`src/rtl/alu_lockstep_stim_pkg.sv`:
```
// Shared constants for the lockstep ALU stimulus generator: FSM encoding,
// LFSR taps and the operand/select field positions inside the LFSR word.
package alu_stim_pkg;

  localparam logic [2:0] S_IDLE  = 3'd0;
  localparam logic [2:0] S_DRIVE = 3'd1;
  localparam logic [2:0] S_WAIT  = 3'd2;
  localparam logic [2:0] S_CHECK = 3'd3;
  localparam logic [2:0] S_DONE  = 3'd4;

  localparam logic [15:0] LFSR_TAPS = 16'hB400;

  // Field positions of one vector inside the LFSR value.
  localparam int A_LSB   = 0;
  localparam int B_LSB   = 4;
  localparam int SEL_LSB = 8;
  localparam int FIELD_W = 10;

  typedef struct packed {
    logic [3:0] a0;
    logic [3:0] b0;
    logic [3:0] a1;
    logic [3:0] b1;
    logic [1:0] sel1;
    logic [1:0] sel2;
  } operands_t;

  function automatic logic [15:0] lfsr_step(input logic [15:0] v);
    return {1'b0, v[15:1]} ^ (v[0] ? LFSR_TAPS : 16'h0000);
  endfunction

endpackage

```
`src/rtl/alu_lockstep_stim_if.sv`:
```
// Operand/result bus between the stimulus generator (master) and the
// dual-ALU lockstep comparator (slave).
interface alu_lockstep_stim_if;
  logic [3:0] a0_o;
  logic [3:0] b0_o;
  logic [3:0] a1_o;
  logic [3:0] b1_o;
  logic [1:0] sel1_o;
  logic [1:0] sel2_o;
  logic [3:0] x_i;
  logic       y_i;

  modport master (output a0_o, b0_o, a1_o, b1_o, sel1_o, sel2_o, input x_i, y_i);
  modport slave  (input a0_o, b0_o, a1_o, b1_o, sel1_o, sel2_o, output x_i, y_i);
endinterface

```
`src/rtl/alu_lockstep_stim_lfsr.sv`:
```
// 16-bit Galois LFSR with seed reload and step enable. Besides the state it
// offers the low bits of the next value so the caller can register operands
// on the same edge the LFSR advances.
module lfsr16_galois
  import alu_stim_pkg::*;
#(
  parameter logic [15:0] SEED   = 16'hACE1,
  parameter int          PEEK_W = 10
) (
  input  logic              clk_i,
  input  logic              rst_n_i,
  input  logic              load_i,
  input  logic              step_i,
  output logic [15:0]       q_o,
  output logic [PEEK_W-1:0] next_lo_o
);

  logic [15:0] lfsr_q, lfsr_d;

  // Load has priority over step; otherwise hold.
  always_comb begin
    lfsr_d = lfsr_q;
    if (load_i)      lfsr_d = SEED;
    else if (step_i) lfsr_d = lfsr_step(lfsr_q);
  end

  // LFSR state register, seeded on reset.
  always_ff @(posedge clk_i or negedge rst_n_i) begin
    if (!rst_n_i) lfsr_q <= SEED;
    else          lfsr_q <= lfsr_d;
  end

  logic [15:0] step_val;
  assign step_val  = lfsr_step(lfsr_q);
  assign next_lo_o = step_val[PEEK_W-1:0];
  assign q_o       = lfsr_q;

endmodule

```
`src/rtl/alu_lockstep_stim.sv`:
```
// Stimulus generator for the dual-ALU lockstep comparator: drives identical
// pseudo-random vectors into both channels, waits the compare latency,
// samples the mismatch bits and accumulates per-run error statistics.
//
// Handshake: start_i is a level sampled every clock; it is accepted only in
// IDLE or DONE (no ready signal), and is silently ignored while busy_o=1.
// A run ends with done_o held high until the next accepted start.
module alu_lockstep_stim
  import alu_stim_pkg::*;
#(
  parameter logic [15:0] LFSR_SEED   = 16'hACE1,
  parameter int          CMP_LATENCY = 1,
  parameter int          ERR_W       = 8
) (
  input  logic                 wb_clk_i,
  input  logic                 wb_rst_n_i,
  input  logic                 start_i,
  input  logic                 inject_i,
  input  logic [15:0]          num_vec_i,
  alu_lockstep_stim_if.master  alu,
  output logic                 busy_o,
  output logic                 done_o,
  output logic [ERR_W-1:0]     err_cnt_o,
  output logic                 first_err_vld_o,
  output logic [15:0]          first_err_idx_o,
  output logic [2:0]           state_o,
  output logic [15:0]          lfsr_o
);

  logic [2:0]       state_q, state_d;
  logic [15:0]      vec_idx_q, num_q;
  logic [3:0]       wait_q;
  logic [ERR_W-1:0] err_q;
  logic             vld_q;
  logic [15:0]      idx_q;
  operands_t        ops_q;

  logic               start_acc, mismatch, last_vec, step_en;
  logic [FIELD_W-1:0] next_lo;

  assign start_acc = start_i && (state_q == S_IDLE || state_q == S_DONE);
  assign mismatch  = (|alu.x_i) | alu.y_i;
  assign last_vec  = (vec_idx_q == num_q - 16'd1);
  assign step_en   = (state_q == S_CHECK) && !last_vec;

  lfsr16_galois #(.SEED(LFSR_SEED), .PEEK_W(FIELD_W)) u_lfsr (
    .clk_i     (wb_clk_i),
    .rst_n_i   (wb_rst_n_i),
    .load_i    (start_acc),
    .step_i    (step_en),
    .q_o       (lfsr_o),
    .next_lo_o (next_lo)
  );

  // Next-state logic of the run sequencer.
  always_comb begin
    state_d = state_q;
    case (state_q)
      S_IDLE, S_DONE: if (start_acc) state_d = (num_vec_i == 16'd0) ? S_DONE : S_DRIVE;
      S_DRIVE:        state_d = S_WAIT;
      S_WAIT:         if (wait_q == 4'd0) state_d = S_CHECK;
      S_CHECK:        state_d = last_vec ? S_DONE : S_DRIVE;
      default:        state_d = S_IDLE;
    endcase
  end

  // State, run bookkeeping and compare-latency down-counter.
  always_ff @(posedge wb_clk_i or negedge wb_rst_n_i) begin
    if (!wb_rst_n_i) begin
      state_q   <= S_IDLE;
      vec_idx_q <= '0;
      num_q     <= '0;
      wait_q    <= '0;
    end else begin
      state_q <= state_d;
      if (start_acc) begin
        vec_idx_q <= '0;
        num_q     <= num_vec_i;
      end else if (step_en) begin
        vec_idx_q <= vec_idx_q + 16'd1;
      end
      if (state_q == S_DRIVE)                    wait_q <= 4'(CMP_LATENCY - 1);
      else if (state_q == S_WAIT && wait_q != 0) wait_q <= wait_q - 4'd1;
    end
  end

  // Error statistics: cleared on start, updated in CHECK, counter saturates.
  always_ff @(posedge wb_clk_i or negedge wb_rst_n_i) begin
    if (!wb_rst_n_i) begin
      err_q <= '0;
      vld_q <= 1'b0;
      idx_q <= '0;
    end else if (start_acc) begin
      err_q <= '0;
      vld_q <= 1'b0;
      idx_q <= '0;
    end else if (state_q == S_CHECK && mismatch) begin
      if (err_q != {ERR_W{1'b1}}) err_q <= err_q + 1'b1;
      if (!vld_q) begin
        vld_q <= 1'b1;
        idx_q <= vec_idx_q;
      end
    end
  end

  // Operands register on DRIVE entry: vector 0 comes straight from the seed
  // (the LFSR is reloaded on the same edge), later vectors from the stepped
  // value. inject_i is only consumed on the start edge, where vector 0 loads.
  always_ff @(posedge wb_clk_i or negedge wb_rst_n_i) begin
    if (!wb_rst_n_i) begin
      ops_q <= '0;
    end else if (start_acc && num_vec_i != 16'd0) begin
      ops_q.a0   <= LFSR_SEED[A_LSB +: 4];
      ops_q.a1   <= inject_i ? ~LFSR_SEED[A_LSB +: 4] : LFSR_SEED[A_LSB +: 4];
      ops_q.b0   <= LFSR_SEED[B_LSB +: 4];
      ops_q.b1   <= LFSR_SEED[B_LSB +: 4];
      ops_q.sel1 <= LFSR_SEED[SEL_LSB +: 2];
      ops_q.sel2 <= LFSR_SEED[SEL_LSB +: 2];
    end else if (step_en) begin
      ops_q.a0   <= next_lo[A_LSB +: 4];
      ops_q.a1   <= next_lo[A_LSB +: 4];
      ops_q.b0   <= next_lo[B_LSB +: 4];
      ops_q.b1   <= next_lo[B_LSB +: 4];
      ops_q.sel1 <= next_lo[SEL_LSB +: 2];
      ops_q.sel2 <= next_lo[SEL_LSB +: 2];
    end
  end

  assign alu.a0_o   = ops_q.a0;
  assign alu.b0_o   = ops_q.b0;
  assign alu.a1_o   = ops_q.a1;
  assign alu.b1_o   = ops_q.b1;
  assign alu.sel1_o = ops_q.sel1;
  assign alu.sel2_o = ops_q.sel2;

  assign busy_o          = (state_q == S_DRIVE) || (state_q == S_WAIT) || (state_q == S_CHECK);
  assign done_o          = (state_q == S_DONE);
  assign err_cnt_o       = err_q;
  assign first_err_vld_o = vld_q;
  assign first_err_idx_o = idx_q;
  assign state_o         = state_q;

endmodule

```
`src/flat_wrapper.sv`:
```
// flat-port wrapper written by rule: the top's interface ports become plain ports
module alu_lockstep_stim_flat import alu_stim_pkg::*;
#(
  parameter logic [15:0] LFSR_SEED   = 16'hACE1,
  parameter int          CMP_LATENCY = 1,
  parameter int          ERR_W       = 8
)
  (wb_clk_i, wb_rst_n_i, start_i, inject_i, num_vec_i, busy_o, done_o, err_cnt_o, first_err_vld_o, first_err_idx_o, state_o, lfsr_o, alu_a0_o, alu_b0_o, alu_a1_o, alu_b1_o, alu_sel1_o, alu_sel2_o, alu_x_i, alu_y_i);
  alu_lockstep_stim_if alu_i ();
  input  logic wb_clk_i;
  input  logic wb_rst_n_i;
  input  logic start_i;
  input  logic inject_i;
  input  logic [15:0] num_vec_i;
  output logic busy_o;
  output logic done_o;
  output logic [ERR_W-1:0] err_cnt_o;
  output logic first_err_vld_o;
  output logic [15:0] first_err_idx_o;
  output logic [2:0] state_o;
  output logic [15:0] lfsr_o;
  output wire logic [$bits(alu_i.a0_o)-1:0] alu_a0_o;
  output wire logic [$bits(alu_i.b0_o)-1:0] alu_b0_o;
  output wire logic [$bits(alu_i.a1_o)-1:0] alu_a1_o;
  output wire logic [$bits(alu_i.b1_o)-1:0] alu_b1_o;
  output wire logic [$bits(alu_i.sel1_o)-1:0] alu_sel1_o;
  output wire logic [$bits(alu_i.sel2_o)-1:0] alu_sel2_o;
  input wire logic [$bits(alu_i.x_i)-1:0] alu_x_i;
  input wire logic [$bits(alu_i.y_i)-1:0] alu_y_i;
  assign alu_a0_o = alu_i.a0_o;
  assign alu_b0_o = alu_i.b0_o;
  assign alu_a1_o = alu_i.a1_o;
  assign alu_b1_o = alu_i.b1_o;
  assign alu_sel1_o = alu_i.sel1_o;
  assign alu_sel2_o = alu_i.sel2_o;
  assign alu_i.x_i = alu_x_i;
  assign alu_i.y_i = alu_y_i;
  alu_lockstep_stim #(.LFSR_SEED(LFSR_SEED), .CMP_LATENCY(CMP_LATENCY), .ERR_W(ERR_W)) u_core (.wb_clk_i(wb_clk_i), .wb_rst_n_i(wb_rst_n_i), .start_i(start_i), .inject_i(inject_i), .num_vec_i(num_vec_i), .alu(alu_i), .busy_o(busy_o), .done_o(done_o), .err_cnt_o(err_cnt_o), .first_err_vld_o(first_err_vld_o), .first_err_idx_o(first_err_idx_o), .state_o(state_o), .lfsr_o(lfsr_o));
endmodule
```
`config.mk`:
```
export PLATFORM = sky130hd
export DESIGN_NAME = alu_lockstep_stim_flat
export DESIGN_NICKNAME = d
export VERILOG_FILES = /design/src/rtl/alu_lockstep_stim_pkg.sv /design/src/rtl/alu_lockstep_stim_if.sv /design/src/rtl/alu_lockstep_stim_lfsr.sv /design/src/rtl/alu_lockstep_stim.sv /design/src/flat_wrapper.sv
export SDC_FILE = /design/constraint.sdc
export NUM_CORES = 1
export LEC_CHECK = 0
export ABC_AREA = 1
export BUFFER_PORTS_ARGS = -buffer_cell sky130_fd_sc_hd__buf_4
export CAP_MARGIN = 40
export CELL_PAD_IN_SITES_DETAIL_PLACEMENT = 1
export CELL_PAD_IN_SITES_GLOBAL_PLACEMENT = 1
export CORE_AREA = 4 4 123 125
export DETAILED_ROUTE_END_ITERATION = 10
export DIE_AREA = 0 0 127 129
export GPL_ROUTABILITY_DRIVEN = 0
export HOLD_SLACK_MARGIN = 0.06
export PLACE_DENSITY = 0.73
export SLEW_MARGIN = 20
export SYNTH_ARGS = -nofsm -noshare
export SYNTH_HDL_FRONTEND = slang
export SYNTH_HIERARCHICAL = 1
export SYNTH_SLANG_ARGS = --single-unit
```
`constraint.sdc`:
```
create_clock -name wb_clk_i -period 3.05 [get_ports wb_clk_i]
set_input_delay 0.305 -clock wb_clk_i [delete_from_list [all_inputs] [get_ports wb_clk_i]]
set_output_delay 0.305 -clock wb_clk_i [all_outputs]
set_load 0.02 [all_outputs]
```
==> results.py, run 1 <==
metrics = {
    "run_status": {
        "run_status": "complete, no violations",
    },
    "yosys": {
        "synth_top_family_by_area": "simple AND/OR/NAND/NOR gates",
        "synthSimpleGateAreaFrac_pct": 32.6,
        "synth_ff_type": "dfrtp_1",
        "seq_area_frac_synth_pct": 45.0,
        "async_reset_ff_share_pct": 100,
        "syn_area_sq_um": 5250,
        "syn_area_per_cell_sq_um": 7.68,
        "muxShareOfSynthArea_pct": 0,
        "yosysWarnings": 6,
        "synth_cell_types": 45,
        "synth-xor-area-share_pct": 4.17,
        "synthCells": 684,
        "synth_compound_area_share_pct": 7.00,
        "synth_edf_count": 0,
        "synth_nets": 714,
        "synthAdderAreaFrac_pct": 1.19,
        "synth-seq-cells": 94,
    },
    "pwr": {
        "power_frac_clock_pct": 20.5,
        "irDropWorstVdd_mv": 0.607,
        "p_per_area_nw_per_um2": 943,
        "internal_power_w": 0.00331,
        "leakage_nw": 3.24,
        "p_comb_share_pct": 45.1,
        "swShare_pct": 44.4,
        "netSwitchingPower_w": 0.00264,
        "p_seq_share_pct": 34.3,
    },
    "cts": {
        "clockBufferDepth": 2,
        "cts.sinks": 94,
        "tritoncts": "built",
        "clkLatencyLatePin_ns": 0.35,
        "cts-buffers-inserted": 9,
        "clock-root-buffer": "clkbuf_16",
        "post_cts.repair.setup_buffers": 0,
        "clk_pin_slew_ns": 0.07,
        "htree_levels": 3,
    },
    "detailed_routing": {
        "ant_nets": 0,
        "via_per_inst": 5.06,
        "first_pass_iters": 4,
        "drtIter0Drc": 183,
        "routed_wl_um": 15200,
        "drc": 0,
        "vias": 4745,
        "wl_per_cell_um": 16.2,
    },
    "setup_path": {
        "start_kind": "flop",
        "required_ns": 3.29,
        "critPathMaxFanout": 34,
        "setup.worst_path.class": "reg -> reg",
        "r2r_slack_ns": 0.44,
        "worstSetupEndpointType": "flop",
        "r2r_start": "u_core/num_q[0]",
        "reg2regPathDepth": 14,
        "arrival_ns": 2.85,
        "reg2reg_to": "u_core/alu.a1_o[1]",
    },
    "placement": {
        "pre_cts_slack_ns": 0.466,
        "portBuffers": 90,
        "dpl-instance-area_sq_um": 5980,
        "dp_hpwl_um": 11400,
    },
    "finish": {
        "stdcell_area_sq_um": 6310,
        "layout-drive-gt1-share_pct": 19.5,
        "area_delta_synth_final_pct": 20.2,
        "multi_input_area_sq_um": 2360,
        "num-fill-cells": 1704,
        "seq_area_sq_um": 2360,
        "layout.nets": 783,
        "diodes": 0,
    },
    "floorplanning": {
        "die_w_um": 127,
        "start_util_pct": 37.8,
        "io_pins": 91,
        "row_count": 43,
        "die_y_um": 129,
        "core_area_sq_um": 13900,
        "die-area_sq_um": 16400,
    },
    "worst_hold_path": {
        "whs_endpoint": "u_core/num_q[9]",
        "min-delay-start": "num_vec_i[9]",
        "min_path_cells": 3,
        "hp-class": "in -> reg",
    },
    "timing": {
        "finClkSkew_ns": 0.00765,
        "drv_slew": 0,
        "setup_tns_ns": 0,
        "final_hold_viol_count": 0,
        "max_slew_margin_pct": 47.9,
        "layout_min_cycle_time_ns": 2.61,
        "tightest_slew_ns": 0.780,
        "finalSetupViolCount": 0,
        "setup_slack_ns": 0.438,
        "rsz0062_at_grt": "false",
        "finalCritPeriodShare_pct": 85.6,
        "max_freq_mhz": 383,
    },
    "grt": {
        "grtUsageTotal_pct": 19.2,
        "grt_max_degree": 95,
        "grt_pass1_wl_um": 25300,
        "overflow": 0,
        "grt_pass1_vias": 4967,
        "antenna_found_initial": 0,
    },
    "job": {
        "drv_cap": 0,
    },
}
state kept, by name, summed over array words and instances, names as in the netlist:
signal	count
u_core/u_lfsr/q_o	16
u_core/first_err_idx_o	16
u_core/state_o	3
u_core/vec_idx_q	16
u_core/alu.a1_o	4
u_core/wait_q	4
u_core/err_cnt_o	8
u_core/alu.sel1_o	2
u_core/num_q	16
u_core/alu.b0_o	4
u_core/first_err_vld_o	1
u_core/alu.a0_o	4
what timing repair did:
| item | 4_1_cts | 5_1_grt |
|---|---|---|
| hold buffers | 1 | 0 |
| hold endpoints to repair | 86 | 0 |
| gates resized for setup | 0 | 0 |
critical path, cell delays in order (launching register included):
cell and delay [ns]:
dfrtp_1 0.38, inv_1 0.16, ha_1 0.24, nand2_1 0.15, nor2_4 0.18, nand3b_1 0.11
nand2_1 0.10, nand2_1 0.06, nor2_1 0.09, nand2_1 0.10, o21ai_4 0.18, buf_4 0.39
nand2_1 0.18, nand2_1 0.12, nand2_1 0.06
logic make-up after synthesis:
kind of cell    Yosys count
simple gates            380
compound gates           65
xor+xnor                 25
fa+ha+maj                 5
flops                    94
buf+inv                 115
cell usage in the layout, fill, tap and decap left out, drive strengths merged, types with 2 or more instances in the layout:
| master | n |
|---|---|
| a21oi | 14 |
| buf | 96 |
| clkbuf | 13 |
| clkinv | 2 |
| dfrtp | 86 |
| dfstp | 8 |
| ha | 5 |
| inv | 76 |
| nand2 | 206 |
| nand3 | 74 |
| nand3b | 5 |
| nand4 | 23 |
| nor2 | 58 |
| nor3 | 10 |
| nor4 | 2 |
| o21ai | 44 |
| xnor2 | 8 |
| xor2 | 17 |
power groups by stage:
stage / combinational (W) / sequential [W] / clock, W
2_1_floorplan: 0.00176 / 0.00215 / 0
3_3_place_gp: 0.00261 / 0.00205 / 0
3_5_place_dp: 0.00271 / 0.00206 / 0
4_1_cts: 0.00272 / 0.00205 / 0.00126
5_1_grt: 0.00301 / 0.00211 / 0.00130
6_report: 0.00269 / 0.00204 / 0.00122
stage by stage:
step / util [%] / hold WS (ns) / power (W) / std cells
CTS: 45.5 / 0.158 / 0.00602 / 938
global route: 45.5 / 0.174 / 0.00641 / 938
global placement: 43.1 / 0.404 / 0.00466 / 921
finish: 45.5 / 0.169 / 0.00595 / 938
detailed placement: 43.1 / 0.400 / 0.00477 / 921
floorplan: - / 0.00941 / 0.00391 / 684
worst max path at each step:
stage                    start               endpoint  slack (ns)  cells after the start
3_3_place_gp   u_core/num_q[0]     u_core/alu.a1_o[1]        0.58                     14
3_5_place_dp   u_core/num_q[0]     u_core/alu.a1_o[1]        0.47                     14
2_1_floorplan  u_core/num_q[0]  u_core/u_lfsr/q_o[15]        0.81                     14
4_1_cts        u_core/num_q[0]     u_core/alu.a1_o[1]        0.46                     14
6_report       u_core/num_q[0]     u_core/alu.a1_o[1]        0.44                     14
5_1_grt        u_core/num_q[0]     u_core/alu.b0_o[3]         0.1                     13
synthesized netlist by cell type, types with 7 or more instances:
library cell,number,area [sq um]
xnor2_1,8,70.1
dfstp_2,8,210
clkbuf_1,11,41.3
nand2_1,201,754
nand4_1,22,138
o21ai_0,39,195
buf_2,7,35.0
xor2_1,17,149
nand3_1,69,345
inv_1,72,270
dfrtp_1,86,2150
nor2_1,50,188
buf_4,16,120
a21oi_1,12,60.1
nor3_1,10,50.1
layer usage:
layer	part of all wire, %	track usage (%)
met3	3.7	3.65
met5	0	0
met2	51	33.6
met1	45	24.6
met4	0.91	4.92
cell type report:
class | instances | share of cell area, %
flip-flops and latches | 94 | 37.4
inverters | 76 | 4.56
repair buffers | 97 | 12.0
multi-input cells | 475 | 37.4
well taps | 180 | 3.57
clock buffers | 13 | 4.28
clock inverters | 3 | 0.793
No activity file was read; power rests on OpenSTA's default activity.
==> inputs of run 2 (changes only) <==
- PLACE_DENSITY: 0.73 -> default
- PLACE_DENSITY_LB_ADDON: default -> 0.1
- SKIP_LAST_GASP: default -> 1
==> run 2 against run 1 <==
  * Hold slack gained 0.014 ns
  * Combinational power is essentially flat
  * Sequential share of layout area grew 0.31 points
  * Non-clock buffer count grew 1
  * Maximum frequency down 4.3%
  * Clock-buffer cell count decreased by 1
  * Final cell count up 0.11%
  * Core utilization is 0.37 points lower
  * Critical endpoint is now u_core/alu.b0_o[2]
==> results.py, run 2 (synthesis gave the netlist of run 1 again) <==
metrics = {
    "setup_path": {
        "required_ns": 3.25,
        "crit_slowest_cell": "nand2_1",
        "crit_chain": "inv_1 > ha_1 > nand2_1 > nor2_4 > nand3_1 > nand2_1 > nand2_1 > nor2_1 > nand2_1 > inv_1 > nand2_1 > nand3_1 > nand3_1",
        "start_kind": "flop",
        "critPathMaxFanout": 21,
        "setup.worst_path.class": "reg -> reg",
        "max_stage_delay_ns": 0.47,
        "crit_top_cell": "nand2_1",
        "arrival_ns": 2.93,
        "worstSetupEndpointType": "flop",
    },
    "grt": {
        "grt_pass1_vias": 5061,
        "grtUsageTotal_pct": 19.6,
        "overflow": 0,
        "antenna_found_initial": 0,
        "grt_max_degree": 63,
        "grt_pass1_wl_um": 25600,
    },
    "timing": {
        "final_hold_viol_count": 0,
        "finalCritPeriodShare_pct": 89.5,
        "setup_tns_ns": 0,
        "max_freq_mhz": 366,
        "tightest_slew_ns": 0.794,
        "max_slew_margin_pct": 46.9,
        "layout_min_cycle_time_ns": 2.73,
        "finClkSkew_ns": 0.00363,
        "rsz0062_at_grt": "false",
        "finalSetupViolCount": 0,
        "drv_slew": 0,
        "setup_slack_ns": 0.321,
    },
    "finish": {
        "area_delta_synth_final_pct": 19.2,
        "layout-drive-gt1-share_pct": 19.4,
        "instances_no_fill": 939,
        "multi_input_area_sq_um": 2360,
        "stdcell_area_sq_um": 6260,
        "num-fill-cells": 1744,
        "layout.nets": 784,
        "diodes": 0,
        "seq_area_sq_um": 2360,
        "layout_commonest_cell": "nand2_1",
        "final_util_pct": 45.1,
        "layout_common_cells": "nand2_1 (201), buf_4 (95), dfrtp_1 (86)",
    },
    "detailed_routing": {
        "drc": 0,
        "first_pass_iters": 4,
        "wl_per_cell_um": 16.6,
        "routed_wl_um": 15600,
        "vias": 4752,
        "drtIter0Drc": 191,
        "via_per_inst": 5.06,
        "ant_nets": 0,
    },
    "cts": {
        "cts_resized": 0,
        "post_cts.repair.setup_buffers": 0,
        "clkLatencyLatePin_ns": 0.34,
        "cts-buffers-inserted": 9,
        "tritoncts": "built",
        "clk_pin_slew_ns": 0.07,
        "clock-root-buffer": "clkbuf_16",
        "htree_levels": 3,
        "clockBufferDepth": 2,
        "cts.sinks": 94,
    },
    "run_status": {
        "run_status": "complete, no violations",
    },
    "floorplanning": {
        "die_w_um": 127,
        "start_util_pct": 37.8,
        "die-area_sq_um": 16400,
        "io_pins": 91,
        "die_y_um": 129,
        "core_area_sq_um": 13900,
        "row_count": 43,
    },
    "pwr": {
        "p_comb_share_pct": 46.8,
        "p_per_area_nw_per_um2": 926,
        "internal_power_w": 0.00316,
        "power_frac_clock_pct": 18.0,
        "p_seq_share_pct": 35.3,
        "irDropWorstVdd_mv": 0.421,
        "netSwitchingPower_w": 0.00264,
        "swShare_pct": 45.5,
        "leakage_nw": 3.21,
    },
    "placement": {
        "pre_cts_slack_ns": 0.323,
        "dp_hpwl_um": 11700,
        "dpl-instance-area_sq_um": 5990,
        "portBuffers": 90,
        "placed_cells": 922,
    },
    "worst_hold_path": {
        "hp-class": "in -> reg",
    },
    "job": {
        "drv_cap": 0,
    },
}
[run 2: cell types whose count changed in the layout (fill, tap and decap cells not counted), sizes merged]
cell      before  now
bufinv         1    0
inv           76   75
clkinv         2    3
buf           96   97
clkbuf        13   12
clkinvlp       0    2
[run 2: timing repair]
item,in CTS,in global routing
setup endpoints to repair,0,0
endpoints found under the hold margin,32,0
hold buffers,1,0
[run 2: power groups by stage]
stage | Clock [W] | Combinational [W] | Sequential (W)
floorplan | 0 | 0.00176 | 0.00215
global placement | 0 | 0.00265 | 0.00206
detailed placement | 0 | 0.00273 | 0.00207
CTS | 0.00108 | 0.00275 | 0.00205
global route | 0.00114 | 0.00302 | 0.00211
finish | 0.00104 | 0.00271 | 0.00205
[run 2: per-stage QoR]
stage               hold WS [ns]  total power (W)
finish                     0.183          0.00580
global placement           0.300          0.00472
detailed placement         0.304          0.00480
floorplan                0.00941          0.00391
CTS                        0.175          0.00588
global route               0.192          0.00627
[run 2: area by class of cell]
cell class                 instances  area share, %
clock buffer                      12           3.78
clock inverter                     4          0.400
inverter                          76           4.60
timing repair buffer              98           12.2
multi-input combinational        475           37.7
tap                              180           3.60
sequential                        94           37.7
[run 2: worst paths after layout]
path	from	to	slack, ns	depth (start not counted)
setup / recovery	u_core/num_q[0]	u_core/alu.b0_o[2]	0.32	13
hold / removal	num_vec_i[1]	u_core/num_q[1]	0.18	3
setup reg to reg	u_core/num_q[0]	u_core/alu.b0_o[2]	0.32	13
hold reg to reg	u_core/num_q[15]	u_core/num_q[15]	0.51	2
max in group asynchronous	wb_rst_n_i	u_core/u_lfsr/q_o[0]	1.83	3
min in group asynchronous	wb_rst_n_i	u_core/num_q[0]	0.46	2
[run 2: routing by layer]
layer	GRT usage, %	routed length [um]	vias to the layer above
met5	0	0	-
met4	6.12	317	0
met3	3.36	439	25
met2	34.9	7940	73
met1	24.3	6880	2334
li1	-	-	2320
[run 2: worst max-delay path: cells and delay by family (launching register included)]
family | cells | cell delay, ns
adder cells (fa/ha/maj) | 1 | 0.28
buffers and inverters | 2 | 0.29
flip-flops | 1 | 0.39
AND/OR/NAND/NOR | 10 | 1.63
==> inputs of run 3 (changes only) <==
- ABC_CLOCK_PERIOD_IN_PS: default -> 3050
- CORE_AREA: 4 4 123 125 -> 4 4 119 121
- DIE_AREA: 0 0 127 129 -> 0 0 123 125
==> run 3 against run 2 <==
  * Die area is 6.2% lower
  * Clock-buffer cell count stayed put
  * Clock power is 19% higher
  * First-iteration DRC count is 13% higher
  * Non-clock buffer count is 1 higher
  * Register-to-register slack better by 0.10 ns
  * Core utilization is 3.2 points higher
  * Design area is 0.96% higher
  * Critical path type unchanged
  * Largest power group unchanged
==> results.py, run 3 (synthesis gave the netlist of run 1 again) <==
metrics = {
    "run_status": {
        "run_status": "complete, no violations",
    },
    "timing": {
        "holdWs_ns": 0.177,
        "drv_slew": 0,
        "max_slew_margin_pct": 51.3,
        "tightest_slew_ns": 0.728,
        "setup_tns_ns": 0,
        "finalSetupViolCount": 0,
        "finClkSkew_ns": 0.0119,
        "setup_slack_ns": 0.421,
        "finalCritPeriodShare_pct": 86.2,
        "layout_min_cycle_time_ns": 2.63,
        "max_freq_mhz": 380,
        "final_hold_viol_count": 0,
        "rsz0062_at_grt": "false",
    },
    "cts": {
        "clock-root-buffer": "clkbuf_16",
        "cts-buffers-inserted": 9,
        "clkLatencyLatePin_ns": 0.35,
        "post_cts.repair.setup_buffers": 0,
        "clockBufferDepth": 2,
        "clk_pin_slew_ns": 0.07,
        "tritoncts": "built",
        "htree_levels": 3,
        "cts.sinks": 94,
        "cts_resized": 0,
    },
    "grt": {
        "grt_max_degree": 70,
        "grt_pass1_wl_um": 25500,
        "overflow": 0,
        "grt_pass1_vias": 5127,
        "grtUsageTotal_pct": 20.5,
        "antenna_found_initial": 0,
    },
    "placement": {
        "placed_cells": 918,
        "dp_hpwl_um": 11200,
        "portBuffers": 90,
        "pre_cts_slack_ns": 0.443,
        "dpl-instance-area_sq_um": 5970,
    },
    "detailed_routing": {
        "vias": 4780,
        "via_per_inst": 5.11,
        "drc": 0,
        "routed_wl_um": 15100,
        "first_pass_iters": 4,
        "wl_per_cell_um": 16.1,
        "ant_nets": 0,
        "drtIter0Drc": 215,
    },
    "floorplanning": {
        "die_y_um": 125,
        "die_w_um": 123,
        "start_util_pct": 40.1,
        "core_area_sq_um": 13100,
        "io_pins": 91,
        "row_count": 42,
        "die-area_sq_um": 15400,
    },
    "finish": {
        "diodes": 0,
        "layout.nets": 785,
        "stdcell_area_sq_um": 6320,
        "instances_no_fill": 936,
        "layout_common_cells": "nand2_1 (201), buf_4 (96), dfrtp_1 (86)",
        "layout_commonest_cell": "nand2_1",
        "layout-drive-gt1-share_pct": 19.6,
        "area_delta_synth_final_pct": 20.4,
    },
    "pwr": {
        "irDropWorstVdd_mv": 0.461,
        "p_per_area_nw_per_um2": 947,
        "leakage_nw": 3.25,
    },
    "setup_path": {
        "start_kind": "flop",
        "critPathMaxFanout": 10,
        "arrival_ns": 2.89,
        "reg2regPathDepth": 14,
        "setup.worst_path.class": "reg -> reg",
        "required_ns": 3.32,
        "worstSetupEndpointType": "flop",
    },
    "worst_hold_path": {
        "min_path_cells": 3,
        "hp-class": "in -> reg",
    },
    "job": {
        "drv_cap": 0,
    },
}
run 3: power breakdown:
part	total (W)	leakage (nW)	switching (W)	internal [W]
logic	0.00271	1.87	0.00175	0.000965
registers	0.00203	1.22	0.000388	0.00165
clock network	0.00124	0.158	0.000492	0.000748
run 3: timing repair:
action / 4_1_cts / 5_1_grt
hold endpoints to repair: 48 / 0
endpoints found under the setup margin: 0 / 0
hold buffers: 1 / 0
run 3: stage by stage:
| step | utilization (%) | total power, W |
|---|---|---|
| after floorplan | - | 0.00391 |
| after global placement | 45.6 | 0.00467 |
| after detailed placement | 45.6 | 0.00476 |
| after CTS | 48.2 | 0.00605 |
| after global routing | 48.3 | 0.00646 |
| final | 48.3 | 0.00599 |
run 3: worst max-delay path, stage by stage (launching register included):
cell and delay, ns:
dfrtp_1 0.38, inv_1 0.17, ha_1 0.24, nand2_1 0.16, nor2_4 0.18, nand3_1 0.11
nand2_1 0.08, nand2_1 0.06, nor2_1 0.10, nand2_1 0.10, o21ai_4 0.17, inv_1 0.22
nor2_2 0.37, nand2_1 0.10, o211ai_1 0.11
run 3: path summary, 6_finish.rpt:
| kind | startpoint | slack (ns) | endpoint |
|---|---|---|---|
| max | u_core/num_q[0] | 0.42 | u_core/u_lfsr/q_o[15] |
| min | num_vec_i[4] | 0.18 | u_core/num_q[4] |
| max reg2reg | u_core/num_q[0] | 0.42 | u_core/u_lfsr/q_o[15] |
| min reg2reg | u_core/u_lfsr/q_o[6] | 0.49 | u_core/u_lfsr/q_o[6] |
| max in group asynchronous | wb_rst_n_i | 1.76 | u_core/u_lfsr/q_o[13] |
| min in group asynchronous | wb_rst_n_i | 0.53 | u_core/first_err_idx_o[6] |
run 3: layer usage:
metal / track usage [%] / wire, um / vias up
met5: 0 / 0 / -
met4: 5.86 / 301 / 0
met3: 3.88 / 480 / 22
met2: 35.5 / 7730 / 78
met1: 26.0 / 6540 / 2363
li1: - / - / 2317
run 3: layout make-up:
| type | instances | area (sq um) |
|---|---|---|
| clock buffer | 12 | 246 |
| clock inverter | 4 | 77.6 |
| fill | 1606 | 6760 |
| inverter | 76 | 288 |
| multi-input combinational | 475 | 2360 |
| sequential | 94 | 2360 |
| tap | 176 | 220 |
| timing repair buffer | 99 | 766 |
